<file path="config.mk">
export PLATFORM = sky130hd
export DESIGN_NAME = seg_scan_mux
export DESIGN_NICKNAME = d
export VERILOG_FILES = /design/src/rtl/seg_pkg.sv /design/src/rtl/seg_font.sv /design/src/rtl/seg_scan_mux.sv
export SDC_FILE = /design/constraint.sdc
export NUM_CORES = 1
export LEC_CHECK = 0
export CAP_MARGIN = 40
export CORE_ASPECT_RATIO = 1.1
export CORE_MARGIN = 4
export CORE_UTILIZATION = 36
export CTS_CLUSTER_DIAMETER = 100
export DETAILED_ROUTE_END_ITERATION = 10
export PLACE_DENSITY = 0.71
export SETUP_SLACK_MARGIN = 0.3
export SYNTH_ARGS = -nofsm -noshare
export SYNTH_HDL_FRONTEND = slang
export SYNTH_SLANG_ARGS = --single-unit
</file>
<file path="constraint.sdc">
create_clock -name clk -period 2.15 [get_ports clk]
set_input_delay 0.43 -clock clk [delete_from_list [all_inputs] [get_ports clk]]
set_output_delay 0.43 -clock clk [all_outputs]
set_load 0.01 [all_outputs]
</file>
<file path="src/rtl/seg_pkg.sv">
// seg_pkg: shared definitions for the seven-segment scanner family.
//   HEX_FONT  : 16-entry active-low font, bit order g..a (bit 6 = g, bit 0 = a)
//   SEG_OFF   : all segments and decimal point dark
//   sel_width : select/index width helper, never narrower than 1 bit
package seg_pkg;

   localparam logic [7:0] SEG_OFF = 8'hFF;

   // Entry n is the glyph for nibble n; listed F down to 0 (MSB first).
   localparam logic [15:0][6:0] HEX_FONT = {
      7'h0E, 7'h06, 7'h21, 7'h46, 7'h03, 7'h08, 7'h10, 7'h00,
      7'h78, 7'h02, 7'h12, 7'h19, 7'h30, 7'h24, 7'h79, 7'h40
   };

   function automatic int sel_width(input int n);
      return (n > 1) ? $clog2(n) : 1;
   endfunction

endpackage

</file>
<file path="src/rtl/seg_font.sv">
// seg_font: combinational nibble -> active-low segment pattern.
//   nib_i   : hex digit to display
//   blank_i : 1 = segments g..a dark (decimal point unaffected)
//   dp_i    : 1 = decimal point lit
//   seg_o   : {dp, g..a}, active low
module seg_font
   import seg_pkg::*;
(
   input  logic [3:0] nib_i,
   input  logic       blank_i,
   input  logic       dp_i,
   output logic [7:0] seg_o
);

   assign seg_o = {~dp_i, (blank_i ? SEG_OFF[6:0] : HEX_FONT[nib_i])};

endmodule

</file>
<file path="src/rtl/seg_scan_mux.sv">
// seg_scan_mux: multi-channel seven-segment scanner with per-frame snapshot.
//   clk        : system clock
//   rstn       : synchronous reset, active HIGH despite the name
//   ch_data    : NCH packed channels, channel k = ch_data[k*W +: W]
//   ch_sel     : channel select, out-of-range values pick channel 0
//   freeze     : 1 = keep current snapshot at frame end
//   seg        : active-low segments {dp, g..a}, registered
//   AN         : active-low anode enables, registered
//   frame_tick : one-cycle pulse after each snapshot load
module seg_scan_mux
   import seg_pkg::*;
#(
   parameter  int NCH      = 4,
   parameter  int W        = 32,
   parameter  int DIGITS   = 8,
   parameter  int SCAN_DIV = 100000,
   parameter  int BLANK_LZ = 1,
   localparam int SELW     = sel_width(NCH)
) (
   input  logic                clk,
   input  logic                rstn,
   input  logic [NCH*W-1:0]    ch_data,
   input  logic [SELW-1:0]     ch_sel,
   input  logic                freeze,
   output logic [7:0]          seg,
   output logic [DIGITS-1:0]   AN,
   output logic                frame_tick
);

   localparam int SNW  = 4 * DIGITS;
   localparam int DIGW = sel_width(DIGITS);
   localparam int DIVW = $clog2(SCAN_DIV);

   if (W > SNW) begin : g_width_chk
      $error("seg_scan_mux: W must not exceed 4*DIGITS");
   end

   logic [DIVW-1:0]   div_q;
   logic [DIGW-1:0]   dig_q;
   logic [SNW-1:0]    snap_q, snap_d;
   logic [SELW-1:0]   snap_ch_q, eff_sel;
   logic [7:0]        seg_q, seg_d;
   logic [DIGITS-1:0] an_q, an_d;
   logic              tick_q;

   logic [NCH-1:0][W-1:0]    chans;
   logic [DIGITS-1:0][3:0]   nibs;
   logic                     div_last, dig_last, load, cur_blank;

   assign chans    = ch_data;
   assign nibs     = snap_q;
   assign div_last = (div_q == DIVW'(SCAN_DIV - 1));
   assign dig_last = (dig_q == DIGW'(DIGITS - 1));
   assign load     = div_last && dig_last && !freeze;
   assign eff_sel  = (32'(ch_sel) < 32'(NCH)) ? ch_sel : '0;

   always_comb begin
      snap_d          = '0;
      snap_d[W-1:0]   = chans[eff_sel];
   end

   // Current digit is dark when it and every digit above it are zero;
   // digit 0 always shows so a zero value reads "0".
   always_comb begin
      cur_blank = 1'b0;
      if (BLANK_LZ != 0 && dig_q != '0) begin
         cur_blank = 1'b1;
         for (int d = 0; d < DIGITS; d++) begin
            if (32'(d) >= 32'(dig_q) && nibs[d] != 4'h0) cur_blank = 1'b0;
         end
      end
   end

   // snap_ch >= DIGITS never matches a digit index, so no dp is lit then.
   seg_font u_font (
      .nib_i   (nibs[dig_q]),
      .blank_i (cur_blank),
      .dp_i    (32'(snap_ch_q) == 32'(dig_q)),
      .seg_o   (seg_d)
   );

   assign an_d = ~(DIGITS'(1) << dig_q);

   always_ff @(posedge clk) begin
      if (rstn) begin
         div_q     <= '0;
         dig_q     <= '0;
         snap_q    <= '0;
         snap_ch_q <= '0;
         seg_q     <= SEG_OFF;
         an_q      <= '1;
         tick_q    <= 1'b0;
      end else begin
         div_q <= div_last ? '0 : div_q + DIVW'(1);
         if (div_last) dig_q <= dig_last ? '0 : dig_q + DIGW'(1);
         if (load) begin
            snap_q    <= snap_d;
            snap_ch_q <= eff_sel;
         end
         tick_q <= load;
         // Outputs follow the pre-edge digit/snapshot, so anode and
         // segments switch together on one edge.
         seg_q  <= seg_d;
         an_q   <= an_d;
      end
   end

   assign seg        = seg_q;
   assign AN         = an_q;
   assign frame_tick = tick_q;

endmodule

</file>
Word level (Yosys, flattened, before mapping)

Memory sizes are Yosys's and may differ from the RTL's. A register that Yosys moved wholly into a read port is not among the register bits.
Cells that the tools add are included.

Register bits after elaboration: 64
Bits in latches: 0
RAM bits: 0
Bits in read-only memories: 112
Bits of input ports: 133
Memories kept: 1

Add/sub/neg operators: 2
Multipliers: 0
Divide/modulo/power cells: 0
Magnitude comparators: 9
Equality and inequality tests: 3
Shifts and indexed selects: 1
Multiplexer cells: 14
Bitwise operators: 2
Reduce and logical (&&, ||, !) cells: 21

Memories:

| name            | depth | width | rd ports | clocked after Yosys merged registers in | write ports | line           | RTL |
|---|---|---|---|---|---|---|---|
| (no name shown) | 16    | 7     | 1        | 1                                       | 0           | seg_font.sv:15 | `assign seg_o = {~dp_i, (blank_i ? SEG_OFF[6:0] : HEX_FONT[nib_i])};` |

Operators by type and width:

| operator              | count |
|---|---|
| $bmux 32 s2           | 1 |
| $mux 32               | 1 |
| $reduce_bool 4->1     | 8 |
| $add 17x1->17 const B | 1 |
| $eq 17x17->1 const B  | 1 |
| $bmux 4 s3            | 1 |
| $ge 3x3->1 const A    | 3 |
| $logic_and 1x1->1     | 9 |
| $mux 1                | 9 |
| $not 8->8             | 1 |
| $shl 1x3->8 const A   | 1 |
| $ge 1x3->1 const A    | 2 |
| $ge 2x3->1 const A    | 2 |
| $lt 3x4->1 const B    | 1 |
| $mux 4                | 1 |
| $reduce_or 2->1       | 2 |
| $add 3x1->3 const B   | 1 |
| $eq 2x3->1            | 1 |
| $eq 3x3->1 const B    | 1 |
| $lt 2x3->1 const B    | 1 |
| $mux 3                | 1 |
| $reduce_bool 3->1     | 1 |
| $logic_not 1->1       | 1 |
| $not 1->1             | 1 |

Depth between registers and ports, before layout

Depth in word-level cells: 12
Gate-level depth with buffers: 9

Modules after synthesis

Synthesis repeated with hierarchy kept, for this count alone.

Cells, all modules: 419
Area total of the unflattened synthesis: 4,264.1 µm²

Modules (own cells, without submodules):

| module       | times used | cells each | area each (µm²) | seq. area each (µm²) |
|---|---|---|---|---|
| seg_scan_mux | 1          | 383        | 3,961.3         | 1,421.4 |
| seg_font     | 1          | 36         | 302.8           | 0.0 |

Least setup slack after synthesis

No wires, ideal clock.

Kind: reg-to-reg
Start: register dig_q[1]
End: register seg_q[3] (netlist: seg[3])
Setup time: 141 ps
Arrival time: 2,046 ps
Required time: 2,009 ps
Slack: -37 ps
Stages on the path, launching flop included: 8
Buffers on the path: 1
Cell sequence: dfxtp_1 > buf_4 > mux4_2 > mux2_2 > ha_1 > mux2_2 > nor2_1 > o21ai_0

Cells in the longest elaborated chain, start to end: 12

Ends and longest elaborated chain:

| what                      | line               | RTL |
|---|---|---|
| from (decl)               | seg_scan_mux.sv:39 | `logic [DIGW-1:0] dig_q;` |
| from (signal assigned)    | seg_scan_mux.sv:95 | `if (div_last) dig_q <= dig_last ? '0 : dig_q + DIGW'(1);` |
| $ge 1x3->1                | seg_scan_mux.sv:69 | `if (32'(d) >= 32'(dig_q) && nibs[d] != 4'h0) cur_blank = 1'b0;` |
| $logic_and 1x1->1         | seg_scan_mux.sv:69 |  |
| $mux 1 (8 in series)      | seg_scan_mux.sv:69 |  |
| $mux 1                    | seg_scan_mux.sv:66 | `if (BLANK_LZ != 0 && dig_q != '0) begin` |
| $reduce_or 2->1 (no line) | n/a                |  |
| to (decl)                 | seg_scan_mux.sv:42 | `logic [7:0] seg_q, seg_d;` |

Parallel ways exist; a longest one is shown, timed or not. The select of a mux whose other input is x is not followed.
A chain may end at the register's enable or synchronous reset.

Final worst setup path

Start: register dig_q[1]
End: register snap_q[6] (netlist: nibs[6])

Cells in the longest elaborated chain, start to end: 3

Ends and longest elaborated chain:

| what                            | line               | RTL |
|---|---|---|
| $eq 3x3->1                      | seg_scan_mux.sv:53 | `assign dig_last = (dig_q == DIGW'(DIGITS - 1));` |
| $logic_and 1x1->1 (2 in series) | seg_scan_mux.sv:54 | `assign load = div_last && dig_last && !freeze;` |
| to (signal assigned)            | seg_scan_mux.sv:97 | `snap_q <= snap_d;` |
| to (decl)                       | seg_scan_mux.sv:40 | `logic [SNW-1:0] snap_q, snap_d;` |

No other way between the ends.

==> impl_metrics.env <==
export IMPL_top_layer="met4"
export IMPL_crit_fanout=17
export IMPL_fin_setup_tns_ps=0
export IMPL_clk_pin_slew_worst_paths_ps=60
export IMPL_clk_latency_ps=340
export IMPL_post_synth_cell_area_avg_um2=9.857
export IMPL_arrival_ps=2270
export IMPL_vdd_drop_max_mv=0.2928
export IMPL_die_h_um=118.2
export IMPL_hpwl_um=8496
export IMPL_cts_root_buf="clkbuf_16"
export IMPL_antenna_cells=0
export IMPL_hold_buffers=0
export IMPL_synth_area_leaders="dfxtp_1 (36%), mux4_2 (23%), nand2_1 (8.3%), a21oi_1 (4.9%), ha_1 (4.1%)"
export IMPL_maxSlewViolCount=0
export IMPL_antenna_left=0
export IMPL_grt_pass1_vias=3765
export IMPL_row_count=39
export IMPL_start_util_pct=37.52
export IMPL_critPathLaunchType="flip-flop"
export IMPL_endpoint_kind="flip-flop"
export IMPL_drcViolationCount=0
export IMPL_drive_above_1_share_pct=21.30
export IMPL_vias=3711
export IMPL_gp_congestion=0.9050
export IMPL_total_power_mw=3.253
export IMPL_async_reset_ff_share_pct=0
export IMPL_worstPathRequired_ps=2410
export IMPL_finalNetCount=709
export IMPL_die_area_um2=12780
export IMPL_place_area_um2=5662
export IMPL_yosysMostFrequentCell="nand2_1"
export IMPL_io_buffers=149
export IMPL_finalCriticalPeriod_ps=2004
export IMPL_synth_common_cells="nand2_1 (88), dfxtp_1 (71), mux4_2 (40)"
export IMPL_drt_vias_per_instance=5.219
export IMPL_hold_viol=0
export IMPL_wl_met1_um=4512
export IMPL_grt_overflow=0
export IMPL_ys_seq_elements=71
export IMPL_setup_viol=0
export IMPL_first_pass_iters=5
export IMPL_yosysSeqAreaShare_pct=35.78
export IMPL_numCtsBuffers=9
export IMPL_fp_dieW_um=108.2
export IMPL_wl_met3_um=898
export IMPL_core_area_um2=10590
export IMPL_path_class="flip-flop to flip-flop"
export IMPL_fin_area_um2=6322
export IMPL_grt_setup_unrepaired="true"
export IMPL_slew_headroom_pct=66.30
export IMPL_drtIter0Drc=253
export IMPL_synth_top_area_share_pct=35.78
export IMPL_syn_area_um2=3973
export IMPL_grt_pass1_wl_um=17860
export IMPL_drv_cap=0
export IMPL_wl_um=11840
export IMPL_p_leak_nw=2.230
export IMPL_finalCritPeriodShare_pct=93.20
export IMPL_yosysWarnings=0
export IMPL_pin_count=150
export IMPL_cts_sinks=71
export IMPL_ys_flop_type="dfxtp_1"
export IMPL_ys_types=46
export IMPL_synthCells=403
export IMPL_holdWs_ps=463.5
export IMPL_hp_class="flip-flop to flip-flop"
export IMPL_outcome="finished, final reports clean"
export IMPL_p_per_area_nw_per_um2=514.5
export IMPL_cts_buffer_depth=2
export IMPL_wl_met2_um=6132
export IMPL_grt_max_degree=45
export IMPL_worst_pin_slew_ps=500.9
export IMPL_wl_per_cell_um=16.65
export IMPL_max_freq_mhz=499.1
export IMPL_cts_htree_levels=3
export IMPL_syn_to_final_growth_pct=59.15
export IMPL_skew_ps=6.546
export IMPL_grt_use_total_pct=17.57
export IMPL_syn_nets=549
export IMPL_synth_enable_flop_cells=0
export IMPL_antenna_found_initial=0
export IMPL_yosys_area_top_type="dfxtp_1"
export IMPL_tritoncts="done"
-- stage by stage --
stage / util [%] / worst slack (ps) / std cells
floorplan: - / 157.5 / 403
global placement: 53.47 / 89.99 / 679
detailed placement: 53.47 / -11.80 / 679
CTS: 57.82 / 186.5 / 705
global route: 59.71 / 64.09 / 711
finish: 59.71 / 146.2 / 711
-- placed cells by master, fill, tap and decap left out, types with 2 or more instances in the layout --
cell | synthesis | layout
clkdlybuf4s50_1 | 0 | 148
nand2_1 | 88 | 88
dfxtp_1 | 71 | 68
mux4_2 | 40 | 40
a21oi_1 | 39 | 32
nor2_1 | 32 | 31
clkbuf_16 | 0 | 13
buf_4 | 6 | 13
xnor2_1 | 9 | 9
nor4_1 | 9 | 8
xor2_1 | 8 | 8
inv_1 | 8 | 7
ha_1 | 13 | 7
buf_12 | 0 | 7
a21oi_2 | 0 | 6
nand3_1 | 7 | 6
nand2b_1 | 5 | 5
o211ai_1 | 3 | 3
o221ai_1 | 3 | 3
nor3_1 | 3 | 3
ha_4 | 0 | 3
ha_2 | 0 | 3
and2_4 | 0 | 2
mux2_4 | 0 | 2
mux2i_2 | 1 | 2
or2_2 | 2 | 2
a31oi_1 | 2 | 2
o22ai_1 | 2 | 2
o21ai_1 | 1 | 2
mux2i_1 | 3 | 2
nand4_1 | 2 | 2
and3_1 | 3 | 2
clkinv_2 | 0 | 2
clkinvlp_4 | 0 | 2
dfxtp_4 | 0 | 2
buf_6 | 3 | 2
-- registers in the layout (all words and copies together) (netlist names) --
signal and flops:
frame_tick 1, dig_q 3, seg 8, snap_ch_q 2, nibs 32, div_q 17
AN 8
-- cell type report --
type / count / area (µm²)
fill: 867 / 4267
sequential: 71 / 1430
clock inverter: 7 / 72.57
clock buffer: 9 / 225.2
multi-input combinational: 295 / 2501
timing repair buffer: 176 / 1874
inverter: 10 / 40.04
tap: 143 / 178.9
-- where the power goes --
part	total, mW	leakage [nW]	internal [mW]	switching (mW)
Sequential	1.33	0.578	1.33	0.00575
Clock	1.47	0.142	0.898	0.571
Combinational	0.452	1.51	0.334	0.118
-- critical path, stage by stage, from the launching register on --
cell	delay, ps
dfxtp_4	400
buf_4	140
buf_12	100
ha_2	180
ha_2	170
inv_1	70
nor2_4	130
and3_4	300
buf_16	170
nand2_1	80
a21oi_1	170
-- what timing repair did --
item,CTS,global route
cloned,1,4
pin swaps,4,3
setup buffers,9,2
gates resized for setup,14,19
setup endpoints to repair,41,50
-- cell families (layout without fill, tap and decap cells) --
family                     count (synthesis)  count (layout)  synth area share (%)
muxes                                     47              47                 24.63
and+or+nand+nor                          162             162                 18.99
adders and majority gates                 13              13                 4.095
AOI/OAI and AO/OA                         56              56                 8.032
xor gates and xnor gates                  17              17                 3.748
buffers and inverters                     37             202                 4.724
DFF                                       71              71                 35.78
-- path summary, 6_finish.rpt --
check,slack (ps),end,from,depth (start not counted)
worst max-delay path,150,nibs[6],dig_q[1],10
worst min-delay path,460,div_q[0],div_q[0],1
worst max register to register,150,nibs[6],dig_q[1],10
worst min register to register,460,div_q[0],div_q[0],1
-- layer usage --
metal	up-vias	track usage [%]
li1	1769	-
met3	22	5.180
met2	161	30.52
met1	1759	20.10
met4	0	6.946
met5	-	0
Note: power is estimated with default switching activity, not from simulation.
==> edit, RTL diff (config.mk and constraints unchanged) <==
Change the parameter `NCH` from 4 to 3.
--- a/src/rtl/seg_scan_mux.sv
+++ b/src/rtl/seg_scan_mux.sv
@@ -11,5 +11,5 @@
    import seg_pkg::*;
 #(
-   parameter  int NCH      = 4,
+   parameter  int NCH      = 3,
    parameter  int W        = 32,
    parameter  int DIGITS   = 8,
Interface: changed (resized ch_data); port bits go from 150 to 118. No check against the original RTL was run, so the function may have changed too.
==> edit against the original RTL <==
Die area is 4.7% higher. Wire length decreased by 2.9%. Final cell count up 9.3%. Highest routed layer unchanged. Setup slack gained 0.029 ns. Sequential cell count unchanged. Count of clock-buffer cells in the layout increased by 2. Final area is 1.6% lower. Synthesized area is 5.1% higher. Critical path type unchanged. Critical endpoint is now seg[6]. Clock power hardly changed. Total power down 0.29%. Sequential power is essentially flat. Core utilization down 3.7 points.
==> edit: results <==
metrics = {
    "run_status": {
        "status": "complete, no violations",
    },
    "setup_path": {
        "crit_path_largest_cell_delay_ns": 0.53,
        "timing.reg2reg.worst_path_depth": 7,
        "critical-path-top-delay-family": "multiplexers",
        "crit_path_max_fo": 5,
        "timing.rr.end": "seg[6]",
        "start_of_the_worst_register_to_register_path": "dig_q[0]",
        "timing.critical_path.arrival_ns": 2.20,
        "cp_slowest_cell": "mux4_2",
        "worst-r2r-setup-slack_ns": 0.17,
    },
    "place": {
        "port-buffer-count": 117,
        "detailedPlacementHpwl_um": 8320,
        "placement.cell_area_um2": 5560,
        "dpl.cell_count": 747,
        "gp_congestion": 0.865,
    },
    "global_routing": {
        "global_route.usage.total": 0.164,
        "global_route_wire_length_before_repair_um": 18300,
        "grt_max_degree": 47,
        "grt_pass1_vias": 3913,
    },
    "sta": {
        "worst_hold_slack_ns": 0.442,
        "worst_pin_slew_ns": 0.410,
        "worst_clock_skew_ns": 0.00701,
    },
    "routing": {
        "wl_met1_um": 4970,
        "vias": 4011,
        "dr_wl_met2_um": 5580,
    },
    "power": {
        "irDropWorstVdd_mv": 0.331,
        "leakage_nw": 2.30,
    },
    "final_layout": {
        "instances_no_fill": 777,
        "final_layout_size_suffix_gt1_frac": 0.151,
        "n_fill_cell": 1042,
    },
    "yosys": {
        "synth.top_cells.by_count": "82 x nand2_1, 72 x a21oi_1, 71 x dfxtp_1",
        "synthesis.yosys.warnings": 0,
        "synth.top_cells.by_area": "dfxtp_1 34%, mux2i_1 9.4%, a21oi_1 8.6%",
        "synth_cell_type_count": 43,
        "mappedNetlistNets": 618,
        "part_of_the_yosys_area_used_for_sequential_elements": 0.341,
        "post_synth_inst_count": 504,
    },
    "cts": {
        "postCtsResizedCells": 10,
        "postCtsSetupRepairBufs": 2,
    },
    "floorplan": {
        "core_area_um2": 11100,
    },
}
==> edit: how the worst max path moves through the flow <==
stage	to	slack (ns)	cells after the start	from
after global routing	seg[0]	0.10	9	dig_q[0]
after floorplan	seg[6]	0.10	8	dig_q[0]
after global placement	seg[3]	0.14	6	dig_q[1]
after CTS	seg[6]	0.20	7	dig_q[0]
after detailed placement	seg[4]	0.12	6	dig_q[1]
final	seg[6]	0.17	7	dig_q[0]
==> edit: where the power goes <==
part           switching, W  internal, W  total [W]
sequential       0.00000552      0.00133    0.00133
combinational      0.000167     0.000270   0.000437
clock              0.000548     0.000927    0.00147
total              0.000721      0.00252    0.00324
==> edit: final cells by class <==
cell class | instances | share of cell area
Multi-Input combinational cell | 385 | 0.438
Timing Repair Buffer | 147 | 0.246
Sequential cell | 71 | 0.230
Clock buffer | 11 | 0.0390
Tap cell | 147 | 0.0296
Clock inverter | 5 | 0.00926
Inverter | 11 | 0.00765
==> edit: kinds of logic (layout without fill, tap and decap cells) <==
logic type | after synthesis | count (layout) | synth area share
buf+inv | 48 | 174 | 0.0522
fa+ha+maj | 13 | 13 | 0.0390
flops | 71 | 71 | 0.341
xor+xnor | 17 | 17 | 0.0357
compound gates | 119 | 119 | 0.169
simple gates | 186 | 186 | 0.214
mux | 50 | 50 | 0.149
==> edit: worst reg2reg max path, stage by stage, from the launching register on <==
cell and delay (ns):
dfxtp_4 0.39, mux4_2 0.54, mux2i_4 0.22, inv_4 0.08
ha_4 0.17, mux2_4 0.27, a22oi_2 0.12, nand2_1 0.07
==> edit: routing by layer <==
layer,vias up,global-route usage
li1,2012,-
met1,1854,0.201
met2,117,0.277
met3,28,0.0359
met4,0,0.0739
met5,-,0
